**config.mk**
```make
export PLATFORM = sky130hd
export DESIGN_NAME = mix_col_sched
export DESIGN_NICKNAME = d
export VERILOG_FILES = /design/src/rtl/aes_pkg.sv /design/src/rtl/mix_col_sched_mixers.sv /design/src/rtl/mix_col_sched.sv
export SDC_FILE = /design/constraint.sdc
export NUM_CORES = 1
export LEC_CHECK = 0
export CORE_ASPECT_RATIO = 0.6
export CORE_MARGIN = 1.5
export CORE_UTILIZATION = 45
export CTS_CLUSTER_DIAMETER = 200
export DETAILED_ROUTE_END_ITERATION = 10
export GPL_TIMING_DRIVEN = 0
export PLACE_DENSITY = 0.77
export REMOVE_ABC_BUFFERS = 1
export SYNTH_ARGS = -nofsm -noshare
export SYNTH_HDL_FRONTEND = slang
export SYNTH_SLANG_ARGS = --single-unit
```
**constraint.sdc**
```tcl
create_clock -name clk -period 4.29 [get_ports clk]
set_input_delay 0.429 -clock clk [delete_from_list [all_inputs] [get_ports clk]]
set_output_delay 0.429 -clock clk [all_outputs]
set_load 0.01 [all_outputs]
```
**src/rtl/aes_pkg.sv**
```systemverilog
// aes_pkg
//   Shared types, constants and GF(2^8) helpers for the AES round datapath.
//   No ports; imported by mix_col_sched and the column mixers.
package aes_pkg;

    typedef logic [127:0] state_t;
    typedef logic [31:0]  col_t;

    typedef enum logic [1:0] {
        IDLE,
        MIX,
        HOLD
    } fsm_t;

    localparam logic MODE_FWD = 1'b0;
    localparam logic MODE_INV = 1'b1;

    // Multiply by x modulo the AES polynomial x^8 + x^4 + x^3 + x + 1.
    function automatic logic [7:0] xtime(input logic [7:0] b);
        return {b[6:0], 1'b0} ^ (b[7] ? 8'h1b : 8'h00);
    endfunction

    // Multiply by a 4-bit constant as a sum of x^0..x^3 terms; this is
    // enough for every MixColumns / InvMixColumns coefficient.
    function automatic logic [7:0] gfMul(input logic [7:0] a, input logic [3:0] k);
        logic [7:0] x2;
        logic [7:0] x4;
        logic [7:0] x8;
        x2 = xtime(a);
        x4 = xtime(x2);
        x8 = xtime(x4);
        return (k[0] ? a  : 8'h00) ^
               (k[1] ? x2 : 8'h00) ^
               (k[2] ? x4 : 8'h00) ^
               (k[3] ? x8 : 8'h00);
    endfunction

endpackage

```
**src/rtl/mix_col_sched_mixers.sv**
```systemverilog
// mixCol32 / invMixCol32
//   Purely combinational single-column (Inv)MixColumns.
//   Ports:
//     col_i  32-bit column, row 0 in [31:24], row 3 in [7:0]
//     col_o  32-bit mixed column, same byte order
module mixCol32
    import aes_pkg::*;
(
    input  logic [31:0] col_i,
    output logic [31:0] col_o
);

    logic [7:0] a0, a1, a2, a3;

    assign {a0, a1, a2, a3} = col_i;

    // Circulant matrix rows {2,3,1,1}.
    assign col_o[31:24] = gfMul(a0, 4'd2) ^ gfMul(a1, 4'd3) ^ a2 ^ a3;
    assign col_o[23:16] = a0 ^ gfMul(a1, 4'd2) ^ gfMul(a2, 4'd3) ^ a3;
    assign col_o[15:8]  = a0 ^ a1 ^ gfMul(a2, 4'd2) ^ gfMul(a3, 4'd3);
    assign col_o[7:0]   = gfMul(a0, 4'd3) ^ a1 ^ a2 ^ gfMul(a3, 4'd2);

endmodule

module invMixCol32
    import aes_pkg::*;
(
    input  logic [31:0] col_i,
    output logic [31:0] col_o
);

    logic [7:0] a0, a1, a2, a3;

    assign {a0, a1, a2, a3} = col_i;

    // Circulant matrix rows {14,11,13,9}.
    assign col_o[31:24] = gfMul(a0, 4'd14) ^ gfMul(a1, 4'd11) ^ gfMul(a2, 4'd13) ^ gfMul(a3, 4'd9);
    assign col_o[23:16] = gfMul(a0, 4'd9)  ^ gfMul(a1, 4'd14) ^ gfMul(a2, 4'd11) ^ gfMul(a3, 4'd13);
    assign col_o[15:8]  = gfMul(a0, 4'd13) ^ gfMul(a1, 4'd9)  ^ gfMul(a2, 4'd14) ^ gfMul(a3, 4'd11);
    assign col_o[7:0]   = gfMul(a0, 4'd11) ^ gfMul(a1, 4'd13) ^ gfMul(a2, 4'd9)  ^ gfMul(a3, 4'd14);

endmodule

```
**src/rtl/mix_col_sched.sv**
```systemverilog
// mix_col_sched
//   Applies (Inv)MixColumns to a 128-bit AES state one column per cycle,
//   reusing one forward and one inverse column mixer.
//   Ports:
//     clk, rst             clock, synchronous active-high reset
//     in_valid/in_ready    input handshake; in_state, in_mode, in_skip
//                          are captured on the accept edge
//     out_valid/out_ready  output handshake; out_state is held stable
//                          while out_valid is high
//     busy                 high whenever the FSM is not IDLE
module mix_col_sched
    import aes_pkg::*;
#(
    parameter int NUM_COLS = 4
) (
    input  logic         clk,
    input  logic         rst,
    input  logic         in_valid,
    output logic         in_ready,
    input  logic [127:0] in_state,
    input  logic         in_mode,
    input  logic         in_skip,
    output logic         out_valid,
    input  logic         out_ready,
    output logic [127:0] out_state,
    output logic         busy
);

    localparam logic [1:0] LastCol = 2'(NUM_COLS - 1);

    fsm_t   state_q, state_d;
    state_t data_q, data_d;
    state_t outState_q;
    logic   [1:0] colCnt_q;
    logic   mode_q;
    logic   outValid_q;

    col_t   colIn, fwdCol, invCol, colOut;

    mixCol32 uFwd (
        .col_i (colIn),
        .col_o (fwdCol)
    );

    invMixCol32 uInv (
        .col_i (colIn),
        .col_o (invCol)
    );

    assign colOut = (mode_q == MODE_INV) ? invCol : fwdCol;

    // Column 0 lives in the top word, so the slot for colCnt_q is picked
    // MSB-first; the mixed column is written back into the same slot.
    always_comb begin
        colIn  = data_q[127:96];
        data_d = data_q;
        case (colCnt_q)
            2'd0: begin colIn = data_q[127:96]; data_d[127:96] = colOut; end
            2'd1: begin colIn = data_q[95:64];  data_d[95:64]  = colOut; end
            2'd2: begin colIn = data_q[63:32];  data_d[63:32]  = colOut; end
            default: begin colIn = data_q[31:0]; data_d[31:0]  = colOut; end
        endcase
    end

    // State register.
    always_ff @(posedge clk) begin
        if (rst) begin
            state_q <= IDLE;
        end else begin
            state_q <= state_d;
        end
    end

    // Next state. HOLD only releases once out_valid is actually up, which
    // matters for skip blocks whose first HOLD cycle loads the result.
    always_comb begin
        state_d = state_q;
        case (state_q)
            IDLE: begin
                if (in_valid) begin
                    state_d = in_skip ? HOLD : MIX;
                end
            end
            MIX: begin
                if (colCnt_q == LastCol) begin
                    state_d = HOLD;
                end
            end
            HOLD: begin
                if (outValid_q && out_ready) begin
                    state_d = IDLE;
                end
            end
            default: state_d = IDLE;
        endcase
    end

    // Handshake outputs decoded from the state.
    always_comb begin
        in_ready = (state_q == IDLE);
        busy     = (state_q != IDLE);
    end

    assign out_valid = outValid_q;
    assign out_state = outState_q;

    // Datapath. A mixed block publishes its result on the edge that writes
    // the last column; a skip block publishes the captured state during its
    // first HOLD cycle, giving one cycle of latency.
    always_ff @(posedge clk) begin
        if (rst) begin
            data_q     <= '0;
            outState_q <= '0;
            colCnt_q   <= '0;
            mode_q     <= MODE_FWD;
            outValid_q <= 1'b0;
        end else begin
            case (state_q)
                IDLE: begin
                    if (in_valid) begin
                        data_q   <= in_state;
                        mode_q   <= in_mode;
                        colCnt_q <= '0;
                    end
                end
                MIX: begin
                    data_q   <= data_d;
                    colCnt_q <= colCnt_q + 2'd1;
                    if (colCnt_q == LastCol) begin
                        outState_q <= data_d;
                        outValid_q <= 1'b1;
                    end
                end
                HOLD: begin
                    if (!outValid_q) begin
                        outState_q <= data_q;
                        outValid_q <= 1'b1;
                    end else if (out_ready) begin
                        outValid_q <= 1'b0;
                    end
                end
                default: outValid_q <= 1'b0;
            endcase
        end
    end

endmodule
```
# After elaboration in Yosys (flattened, before gate mapping)
# Cells that the tools add are included.
[classes]
addsub = 1
multipliers = 0
div_mod_pow = 0
magnitude_cmp = 0
eq_ne = 9
shifts = 0
n_mux = 34
n_bitwise = 65
reduce_logical = 12
[ops]
columns = ["operator", "count"]
rows = [
  ["128-bit one-hot mux with 2 select lines", 2],
  ["8-bit XOR", 62],
  ["128-bit 2-to-1 mux", 3],
  ["32-bit 2-to-1 mux", 5],
  ["32-bit one-hot mux with 3 select lines", 1],
  ["5-bit 2-to-1 mux", 12],
  ["8-bit by 5-bit XOR with 8-bit output", 2],
  ["2-bit 2-to-1 mux", 5],
  ["2-bit inequality test (second input constant)", 4],
  ["2-bit equality test (second input constant)", 3],
  ["2-bit one-hot mux with 3 select lines", 1],
  ["2-bit AND reduction", 3],
  ["3-bit AND reduction", 2],
  ["2-bit nonzero test", 3],
  ["2-bit by 1-bit equality test with 1-bit output (second input constant)", 2],
  ["2-bit logical NOT", 2],
  ["2-bit one-hot mux with 2 select lines", 1],
  ["1-bit 2-to-1 mux", 3],
  ["1-bit one-hot mux with 3 select lines", 1],
  ["3-bit OR reduction", 1],
  ["2-bit by 1-bit adder with 2-bit output (second input constant)", 1],
  ["1-bit logical AND", 1],
  ["1-bit NOT", 1],
]
[totals]
regBits = 262
latch_bits = 0
ram_bits = 0
romBits = 0
elab_cells = 127
n_memories = 0

# Longest topological paths before layout
[logic_depth]
depth_word = 16
mapped_depth = 16
mapped_depth_nobuf = 12

# Hierarchy
# Synthesis repeated with hierarchy kept, for this count alone.
[unflattened]
hier_cells = 1756
hier_area_um2 = 17735.8
[modules_own_cells]
columns = ["module", "instances", "cells_per_inst", "area_per_inst_um2", "seq_area_each_um2"]
rows = [
  ["mix_col_sched", 1, 1470, 14114.8, 5245.0],
  ["invMixCol32", 1, 204, 2290.9, 0.0],
  ["mixCol32", 1, 82, 1330.0, 0.0],
]

# Least setup slack after synthesis
# Ideal clock, no wire load.
[synth_timing]
path_kind = "flip-flop to flip-flop"
start = "reg colCnt_q[0]"
end = "reg outState_q[36], in the netlist out_state[36]"
arrival_time_ps = 3501
required_ps = 4147
setup_slack_ps = 647
stages_incl_launch_ff = 16
path_buffers = 3
period_less_slack_ps = 3643
path_cell_list = "dfxtp_1 inv_1 ha_1 buf_2 buf_2 buf_2 a222oi_1 xor2_1 a21oi_1 xnor2_1 xnor2_1 xnor2_1 xnor2_1 a21oi_1 xor2_1 o221ai_1"
[synth_via]
elab_chain_len = 14
[synth_lines]
columns = ["item", "line", "text"]
rows = [
  ["from (decl)", "mix_col_sched.sv:34", "logic [1:0] colCnt_q;"],
  ["from (signal assigned)", "mix_col_sched.sv:128", "colCnt_q <= colCnt_q + 2'd1;"],
  ["2-bit equality test, or another cell as far along", "mix_col_sched.sv:57", "case (colCnt_q)"],
  ["32-bit one-hot mux with 3 select lines", "mix_col_sched.sv:57", ""],
  ["8-bit XOR / 5-bit 2-to-1 mux (equally long branches)", "aes_pkg.sv:20", "return {b[6:0], 1'b0} ^ (b[7] ? 8'h1b : 8'h00);"],
  ["5-bit 2-to-1 mux / 8-bit XOR (equally long branches)", "aes_pkg.sv:20", ""],
  ["8-bit XOR / 5-bit 2-to-1 mux (equally long branches)", "-", ""],
  ["8-bit by 5-bit XOR with 8-bit output, or another cell as far along", "aes_pkg.sv:20", ""],
  ["8-bit XOR", "aes_pkg.sv:34", "(k[2] ? x4 : 8'h00) ^"],
  ["8-bit XOR (3 in a row)", "mix_col_sched_mixers.sv:40", "assign col_o[7:0] = gfMul(a0, 4'd11) ^ gfMul(a1, 4'd13) ^ gfMul(a2, 4'd9) ^ gfMul(a3, 4'd14);"],
  ["32-bit 2-to-1 mux", "mix_col_sched.sv:50", "assign colOut = (mode_q == MODE_INV) ? invCol : fwdCol;"],
  ["32-bit 2-to-1 mux", "mix_col_sched.sv:57", ""],
  ["128-bit 2-to-1 mux", "mix_col_sched.sv:129", "if (colCnt_q == LastCol) begin"],
  ["128-bit one-hot mux with 2 select lines", "mix_col_sched.sv:118", "case (state_q)"],
  ["to (signal assigned)", "mix_col_sched.sv:130", "outState_q <= data_d;"],
  ["to (signal assigned)", "mix_col_sched.sv:136", "outState_q <= data_q;"],
  ["to (decl)", "mix_col_sched.sv:33", "state_t outState_q;"],
]
# Parallel ways exist; a longest one is shown, timed or not. The select of a mux whose other input is x is not followed.
# A chain may end at the register's enable or synchronous reset.

# Final worst setup path
[layout_timing]
start = "reg colCnt_q[1]"
end = "reg data_q[102]"
[layout_via]
elab_chain_len = 13
[layout_lines]
columns = ["item", "line", "text"]
rows = [
  ["2-bit equality test, or another cell as far along", "mix_col_sched.sv:57", ""],
  ["32-bit one-hot mux with 3 select lines", "mix_col_sched.sv:57", ""],
  ["5-bit 2-to-1 mux", "aes_pkg.sv:20", ""],
  ["8-bit XOR (2 in a row)", "aes_pkg.sv:20", ""],
  ["8-bit by 5-bit XOR with 8-bit output / 8-bit XOR (equally long branches)", "-", ""],
  ["8-bit XOR", "aes_pkg.sv:34", ""],
  ["8-bit XOR (3 in a row)", "mix_col_sched_mixers.sv:40", ""],
  ["32-bit 2-to-1 mux", "mix_col_sched.sv:50", ""],
  ["32-bit 2-to-1 mux (*)", "mix_col_sched.sv:57", ""],
  ["128-bit one-hot mux with 2 select lines (*)", "mix_col_sched.sv:118", ""],
  ["to (signal assigned)", "mix_col_sched.sv:121", "data_q <= in_state;"],
  ["to (signal assigned)", "mix_col_sched.sv:127", "data_q <= data_d;"],
  ["to (decl)", "mix_col_sched.sv:32", "state_t data_q, data_d;"],
]
# Mark *: on every way between the ends. The rest lies on a longest branch, timed or not.

==> impl_metrics.csv <==
group,metric,value,unit
global_route,grt_antenna_before_repair,0,
global_route,first_pass_grt_wire_length,94340,um
finish,final_layout_size_suffix_gt1_share,11.22,%
synth,synthDominantAreaCellType,"sky130_fd_sc_hd__dfxtp_1",
pwr,power.share.combinational,66.4,%
floorplan,pin_count,265,
clock_network,clock_path_buffers,3,
synth,synth_edf_count,0,
critical_path,end_kind,"register",
pwr,power_leakage,0.006998,uW
global_route,grtUsageTotal,35.67,%
pwr,reported_net_switching_power,8499,uW
critical_path,critical_path.slowest_cell,"sky130_fd_sc_hd__a222oi_1",
job,cap_viol_max_count,0,
finish,final_core_utilization,61.25,%
route,detail_route.vias_per_cell,6.357,
global_route,grt_max_degree,96,
sta,clock_skew,0.01209,ns
synth,post_synth_instance_area,0.01521,sq mm
clock_network,h_tree_depth,1,
clock_network,insertion_delay,0.56,ns
critical_path,path_delay_family,"compound AO/OA/AOI/OAI gates",
pwr,seqPwrFrac,20.4,%
clock_network,clock_tree.root_cell,"sky130_fd_sc_hd__clkbuf_16",
synth,postSynthRegisterBits,262,
route,finalWirelength,64540,um
sta,finalCriticalPeriod,4.239,ns
pwr,clock_power_share,13.2,%
sta,max_freq,0.2359,GHz
synth,synthesis.instances,1863,
finish,finish.net_count,2214,
floorplan,core_area,0.03286,sq mm
synth,synth_top_cells_by_area,"sky130_fd_sc_hd__dfxtp_1 34%, sky130_fd_sc_hd__xnor2_1 12%, sky130_fd_sc_hd__a21oi_1 6.0%",
floorplan,placement_rows,51,
critical_path,critical-path-max-stage-delay,0.59,ns
critical_path,most_used_cell_cp,"sky130_fd_sc_hd__xnor2_1",
global_route,first_global_vias,15100,
sta,setup-violations-final,0,
sta,final-max-slew-violation-count,0,
critical_path,critical_path_required,4.71,ns
synth,proportion_of_synthesized_chip_area_in_sequential_cells,34.49,%
pwr,power.density_cell_area,886.4,mW/mm^2
pwr,vdd.ir_drop.worst,0.4169,mV
clock_network,numCtsBuffers,25,
critical_path,path_cells,"inv_1, ha_2, buf_12, a222oi_1, xnor2_1, xnor2_1, o21ai_2, xnor2_1, xnor2_1, o21ai_2, xnor2_2, a222oi_1, nor2_1",
clock_network,cts_clock_pin_slew_for_the_worst_setup_and_hold_paths,0.07,ns
synth,synth.top_cells.by_count,"262 x sky130_fd_sc_hd__dfxtp_1, 217 x sky130_fd_sc_hd__xnor2_1, 183 x sky130_fd_sc_hd__a21oi_1",
finish,areaGrowthSynthToFinish,32.37,%
floorplan,die_width,240.3,um
sta,relSlewSlack,21.23,%
finish,fillerInstances,2786,
route,detail_route.drc_violations,0,
clock_network,number_of_sinks_driven_by_the_clock_tree,262,
hold_path,min-delay-path-class,"in2reg",
clock_network,tritoncts,"built",
synth,post-synth-top-area-fraction,34.49,%
global_route,grt_overflow,0,
route,antenna_violating_nets_post_route,0,
floorplan,fp.dieArea,0.03494,sq mm
synth,synth_async_sr_flop_share,0,%
synth,synth_ff_type,"sky130_fd_sc_hd__dfxtp_1",
synth,post_synth_num_cell_types,50,
pwr,power,17840,uW
sta,hold_slack,0.3249,ns
finish,fin_area,0.02013,sq mm
critical_path,worstSetupPathType,"reg2reg",
placed_design,detailedPlacementHpwl,45470,um
sta,rsz_0062_raised_after_global_routing,"true",
route,detail_route.iter0.violations,2381,
placed_design,placement.io_buffers,264,
critical_path,worst-path-max-fanout,33,
route,drt_first_pass_iters,8,
pwr,power.internal,9344,uW
synth,avgSynthCellArea,8.163,sq um
floorplan,start_util,46.27,%
pwr,swShare,47.63,%
critical_path,timing.critical_path.buf_inv,2,
sta,tightestPinTransition,1.182,ns
status,run_status,"complete, no violations",
route,wl_per_cell,25.45,um
critical_path,crit_arrival,4.66,ns
synth,synthesis.yosys.warnings,0,
sta,final.setup.tns,0,ns
placed_design,placedInstanceArea,0.01846,sq mm
sta,finalHoldViolations,0,
sta,final.period_utilization,98.81,%
placed_design,gp_congestion,1.007,
critical_path,setup_crit_start_kind,"register",
finish,diodes,0,
floorplan,vert_die_dim,145.4,um
synth,synthMostInstantiatedCell,"sky130_fd_sc_hd__dfxtp_1",
route,num_vias,16120,
==> layer usage <==
| metal | wire, um | part of all wire (%) | up-vias | global-route usage, % |
|---|---|---|---|---|
| met5 | 0 | 0 | - | 0 |
| met4 | 1987 | 3.1 | 0 | 9.748 |
| met3 | 9375 | 15 | 160 | 10.94 |
| met2 | 26290 | 41 | 1180 | 50.97 |
| met1 | 26890 | 42 | 7636 | 51.46 |
| li1 | - | - | 7146 | - |
==> state kept, by name, indices dropped and copies added (netlist names) <==
signal	cells
colCnt_q	2
mode_q	1
data_q	128
out_state	128
state_q	2
out_valid	1
==> placed cells by master, fill, tap and decap left out, types with 49 or more instances in the layout <==
cell                              synthesis  layout
sky130_fd_sc_hd__o22ai_1                 84      84
sky130_fd_sc_hd__clkdlybuf4s50_1          0     263
sky130_fd_sc_hd__o21ai_0                137     132
sky130_fd_sc_hd__a21oi_1                183     158
sky130_fd_sc_hd__xor2_1                  76      70
sky130_fd_sc_hd__buf_4                    0      49
sky130_fd_sc_hd__nand2_1                163     162
sky130_fd_sc_hd__a211oi_1                58      58
sky130_fd_sc_hd__xnor2_1                217     195
sky130_fd_sc_hd__dfxtp_1                262     261
sky130_fd_sc_hd__nand3_1                 57      54
sky130_fd_sc_hd__a222oi_1                49      49
sky130_fd_sc_hd__nor2_1                 118     109
==> kinds of logic (layout without fill, tap and decap cells) <==
group	count (synthesis)	count (layout)	synth area share, %
AOI/OAI and AO/OA	660	660	27.42
xor gates and xnor gates	307	307	18.83
adders and majority gates	8	8	0.6582
buffers and inverters	197	420	5.077
DFF	262	262	34.49
muxes	29	29	2.016
and+or+nand+nor	400	400	11.50
==> area by class of cell <==
cell class / instances / area [sq um] / area share [%]
Clock buffer: 35 / 693.2 / 3.444
Sequential cell: 262 / 5246 / 26.06
Tap cell: 450 / 563.0 / 2.797
Clock inverter: 6 / 130.1 / 0.6464
Multi-Input combinational cell: 1404 / 9772 / 48.55
Timing Repair Buffer: 343 / 3576 / 17.76
Inverter: 36 / 148.9 / 0.7397
==> power groups by stage <==
stage	combinational, uW	clock, uW	sequential [uW]
2_1_floorplan	6930	0	3700
3_3_place_gp	10200	0	3640
3_5_place_dp	10700	0	3660
4_1_cts	11100	2360	3620
5_1_grt	12500	2450	3710
6_report	11800	2350	3640
==> worst paths after layout <==
kind / startpoint / to / slack [ns] / cells after the start
min: rst / data_q[49] / 0.32 / 2
min reg2reg: out_state[54] / out_state[54] / 0.45 / 2
max reg2reg: colCnt_q[1] / data_q[102] / 0.05 / 13
max: colCnt_q[1] / data_q[102] / 0.05 / 13
==> through the flow <==
step / setup WS, ns / cells
final: 0.05095 / 2536
after global routing: -0.1865 / 2536
after CTS: -0.01239 / 2514
after detailed placement: -1.181 / 2446
after global placement: -9.480 / 2416
after floorplan: -4.614 / 1702
==> what timing repair did <==
item,in CTS,in global routing
pin swaps,15,12
endpoints found under the setup margin,256,194
hold buffers,0,0
setup buffers,27,22
resized for setup,43,38
Power figures use the tool's default switching activity.
==> edit (config.mk and constraints unchanged) <==
Encoding of `fsm_t`: now one-hot (3 bits for 3 states).
--- a/src/rtl/aes_pkg.sv
+++ b/src/rtl/aes_pkg.sv
@@ -6,10 +6,10 @@
     typedef logic [127:0] state_t;
     typedef logic [31:0]  col_t;
 
-    typedef enum logic [1:0] {
-        IDLE,
-        MIX,
-        HOLD
+    typedef enum logic [2:0] {
+        IDLE = 3'b001,
+        MIX  = 3'b010,
+        HOLD = 3'b100
     } fsm_t;
 
     localparam logic MODE_FWD = 1'b0;
Check against the original RTL: same outputs for any inputs over 4 cycles, from zero or initial values and one cycle with rst high; so few cycles prove little.
==> edit against the unedited design <==
Synthesized area is 4.1% higher; total power is 4.7% lower; routed wire length is 2.8% lower; count of clock-buffer cells in the layout stayed put; final area is 1.7% higher; critical endpoint is now data_q[43]; largest cell class unchanged; worst setup slack better by 47 ps; die area is 4.1% higher; via count is 2.4% higher; sequential cell count is 1 higher.
==> edit: results (changes against the unedited design) <==
\begin{tabular}{lr}
\hline
Metric & Value \\
\hline
\multicolumn{2}{l}{\textbf{Pwr}} \\
\quad Highest ir drop seen on vdd & 518 µV (+24\%) \\
\quad Static power due to leakage & 7.03 nW (+0.51\%) \\
\multicolumn{2}{l}{\textbf{Worst setup path}} \\
\quad Cell type group with the largest total delay on the critical path & XOR/XNOR gates \\
\quad Delay of the slowest cell on the worst path & 540 ps (-50 ps) \\
\quad Largest driver fanout on the critical path & 24 (-27\%) \\
\quad Worst endpoint data arrival time & 4600 ps (-60 ps) \\
\quad Max stage delay cell, worst path & sky130\_fd\_sc\_hd\_\_xnor3\_1 \\
\multicolumn{2}{l}{\textbf{Placement}} \\
\quad Post-DP HPWL & 42.3 mm (-7.1\%) \\
\quad Final weighted congestion of routability-driven global placement & 0.969 (-3.8\%) \\
\quad IO Port Bufs & 264 (unchanged) \\
\multicolumn{2}{l}{\textbf{Detailed routing}} \\
\quad Highest routed metal layer & met5 \\
\quad Routed met1 length & 27.5 mm (+2.2\%) \\
\quad Iteration-0 DRC count of the detailed router & 2660 (+12\%) \\
\quad Overall via count from detail\_route & 16500 (+2.4\%) \\
\quad Total length of routed met3 wires & 8.25 mm (-12\%) \\
\multicolumn{2}{l}{\textbf{Synthesis}} \\
\quad Most area-consuming cells after synthesis & sky130\_fd\_sc\_hd\_\_dfxtp\_1 (33\%), sky130\_fd\_sc\_hd\_\_xnor2\_1 (10\%), sky130\_fd\_sc\_hd\_\_a21oi\_1 (6.8\%) \\
\quad Sequential fraction of the synthesis area & 33.2\% (-1.2 points) \\
\quad Most used flip-flop cell after synthesis & sky130\_fd\_sc\_hd\_\_dfxtp\_1 \\
\quad Most frequent cells after synthesis & sky130\_fd\_sc\_hd\_\_dfxtp\_1 (263), sky130\_fd\_sc\_hd\_\_nand2\_1 (262), sky130\_fd\_sc\_hd\_\_a21oi\_1 (214) \\
\quad Unique masters post-synth & 55 (+10\%) \\
\multicolumn{2}{l}{\textbf{GRT}} \\
\quad Via count of the first global-routing pass & 15100 (+0.15\%) \\
\quad Largest net degree at the start of global routing & 133 (+39\%) \\
\quad Initial antenna violation count & 1 (+1) \\
\quad Gr usage total & 33.1\% (-2.6 points) \\
\quad Wire length of the first global-routing pass & 92.7 mm (-1.7\%) \\
\multicolumn{2}{l}{\textbf{Cells and area}} \\
\quad Number of nets at the end of the flow & 2280 (+3.0\%) \\
\quad Fraction of layout instances using a drive strength above 1 & 9.58\% (-1.6 points) \\
\multicolumn{2}{l}{\textbf{Run status}} \\
\quad Run status & finished, final reports clean \\
\multicolumn{2}{l}{\textbf{STA}} \\
\quad Worst Clk Skew & 17.9 ps (+5.84 ps) \\
\multicolumn{2}{l}{\textbf{Clocking}} \\
\quad Number of buffers created by CTS & 26 (+4.0\%) \\
\hline
\end{tabular}
==> edit: changes by cell type in the layout (fill, tap and decap cells not counted), moves of 38 or more <==
cell,before,now
sky130_fd_sc_hd__nand2_1,162,259
sky130_fd_sc_hd__o21ai_0,132,39
sky130_fd_sc_hd__a22oi_1,38,117
sky130_fd_sc_hd__a21oi_1,158,201
sky130_fd_sc_hd__o22ai_1,84,44
sky130_fd_sc_hd__nor2_1,109,147
==> edit: worst paths after layout <==
path	end	start	slack [ps]	cells past startpoint
hold reg to reg	out_state[95]	out_state[95]	450	2
setup / recovery	data_q[43]	colCnt_q[1]	100	13
setup reg to reg	data_q[43]	colCnt_q[1]	100	13
hold / removal	data_q[56]	rst	370	2
==> edit: area by class of cell <==
type / count / area, µm²
Inverter: 19 / 76.3
Antenna cell: 1 / 2.50
Clock inverter: 13 / 195
Clock buffer: 35 / 726
Tap cell: 459 / 574
Sequential cell: 263 / 5270
Fill cell: 2989 / 13700
Timing Repair Buffer: 336 / 3440
Multi-Input combinational cell: 1495 / 10200
==> edit: what timing repair did <==
action	CTS	global route
setup buffers	37	15
endpoints found under the setup margin	252	218
pin swaps	20	7
cloned	0	0
resized for setup	25	32
==> edit: cells by family after synthesis <==
logic type	Yosys count	synth area share [%]
xor+xnor	294	18.9
fa+ha+maj	5	0.395
flops	263	33.2
compound gates	631	26.1
mux	27	1.82
simple gates	538	14.5
buf+inv	200	4.99
==> edit: metal layers <==
| metal | up-vias | global-route usage [%] |
|---|---|---|
| met3 | 113 | 7.78 |
| met4 | 2 | 7.62 |
| li1 | 7338 | - |
| met1 | 7963 | 49.7 |
| met2 | 1086 | 47.3 |
| met5 | - | 0 |
==> edit: where the power goes <==
group	switching [mW]	leakage (nW)	internal [mW]	total (mW)
Clock	1.06	0.449	1.49	2.54
Sequential	0.464	2.14	2.87	3.33
Combinational	6.41	4.45	4.72	11.1
Total	7.93	7.03	9.07	17.0
==> edit: stage by stage <==
| stage | std cells | area (µm²) | hold slack, ps | setup WS [ps] |
|---|---|---|---|---|
| after floorplan | 1777 | 15100 | 462 | -1410 |
| after global placement | 2500 | 18300 | 443 | -7160 |
| after detailed placement | 2520 | 18800 | 445 | -1190 |
| after CTS | 2605 | 20200 | 382 | -28.9 |
| after global routing | 2620 | 20500 | 405 | -34.3 |
| final | 2621 | 20500 | 371 | 97.9 |
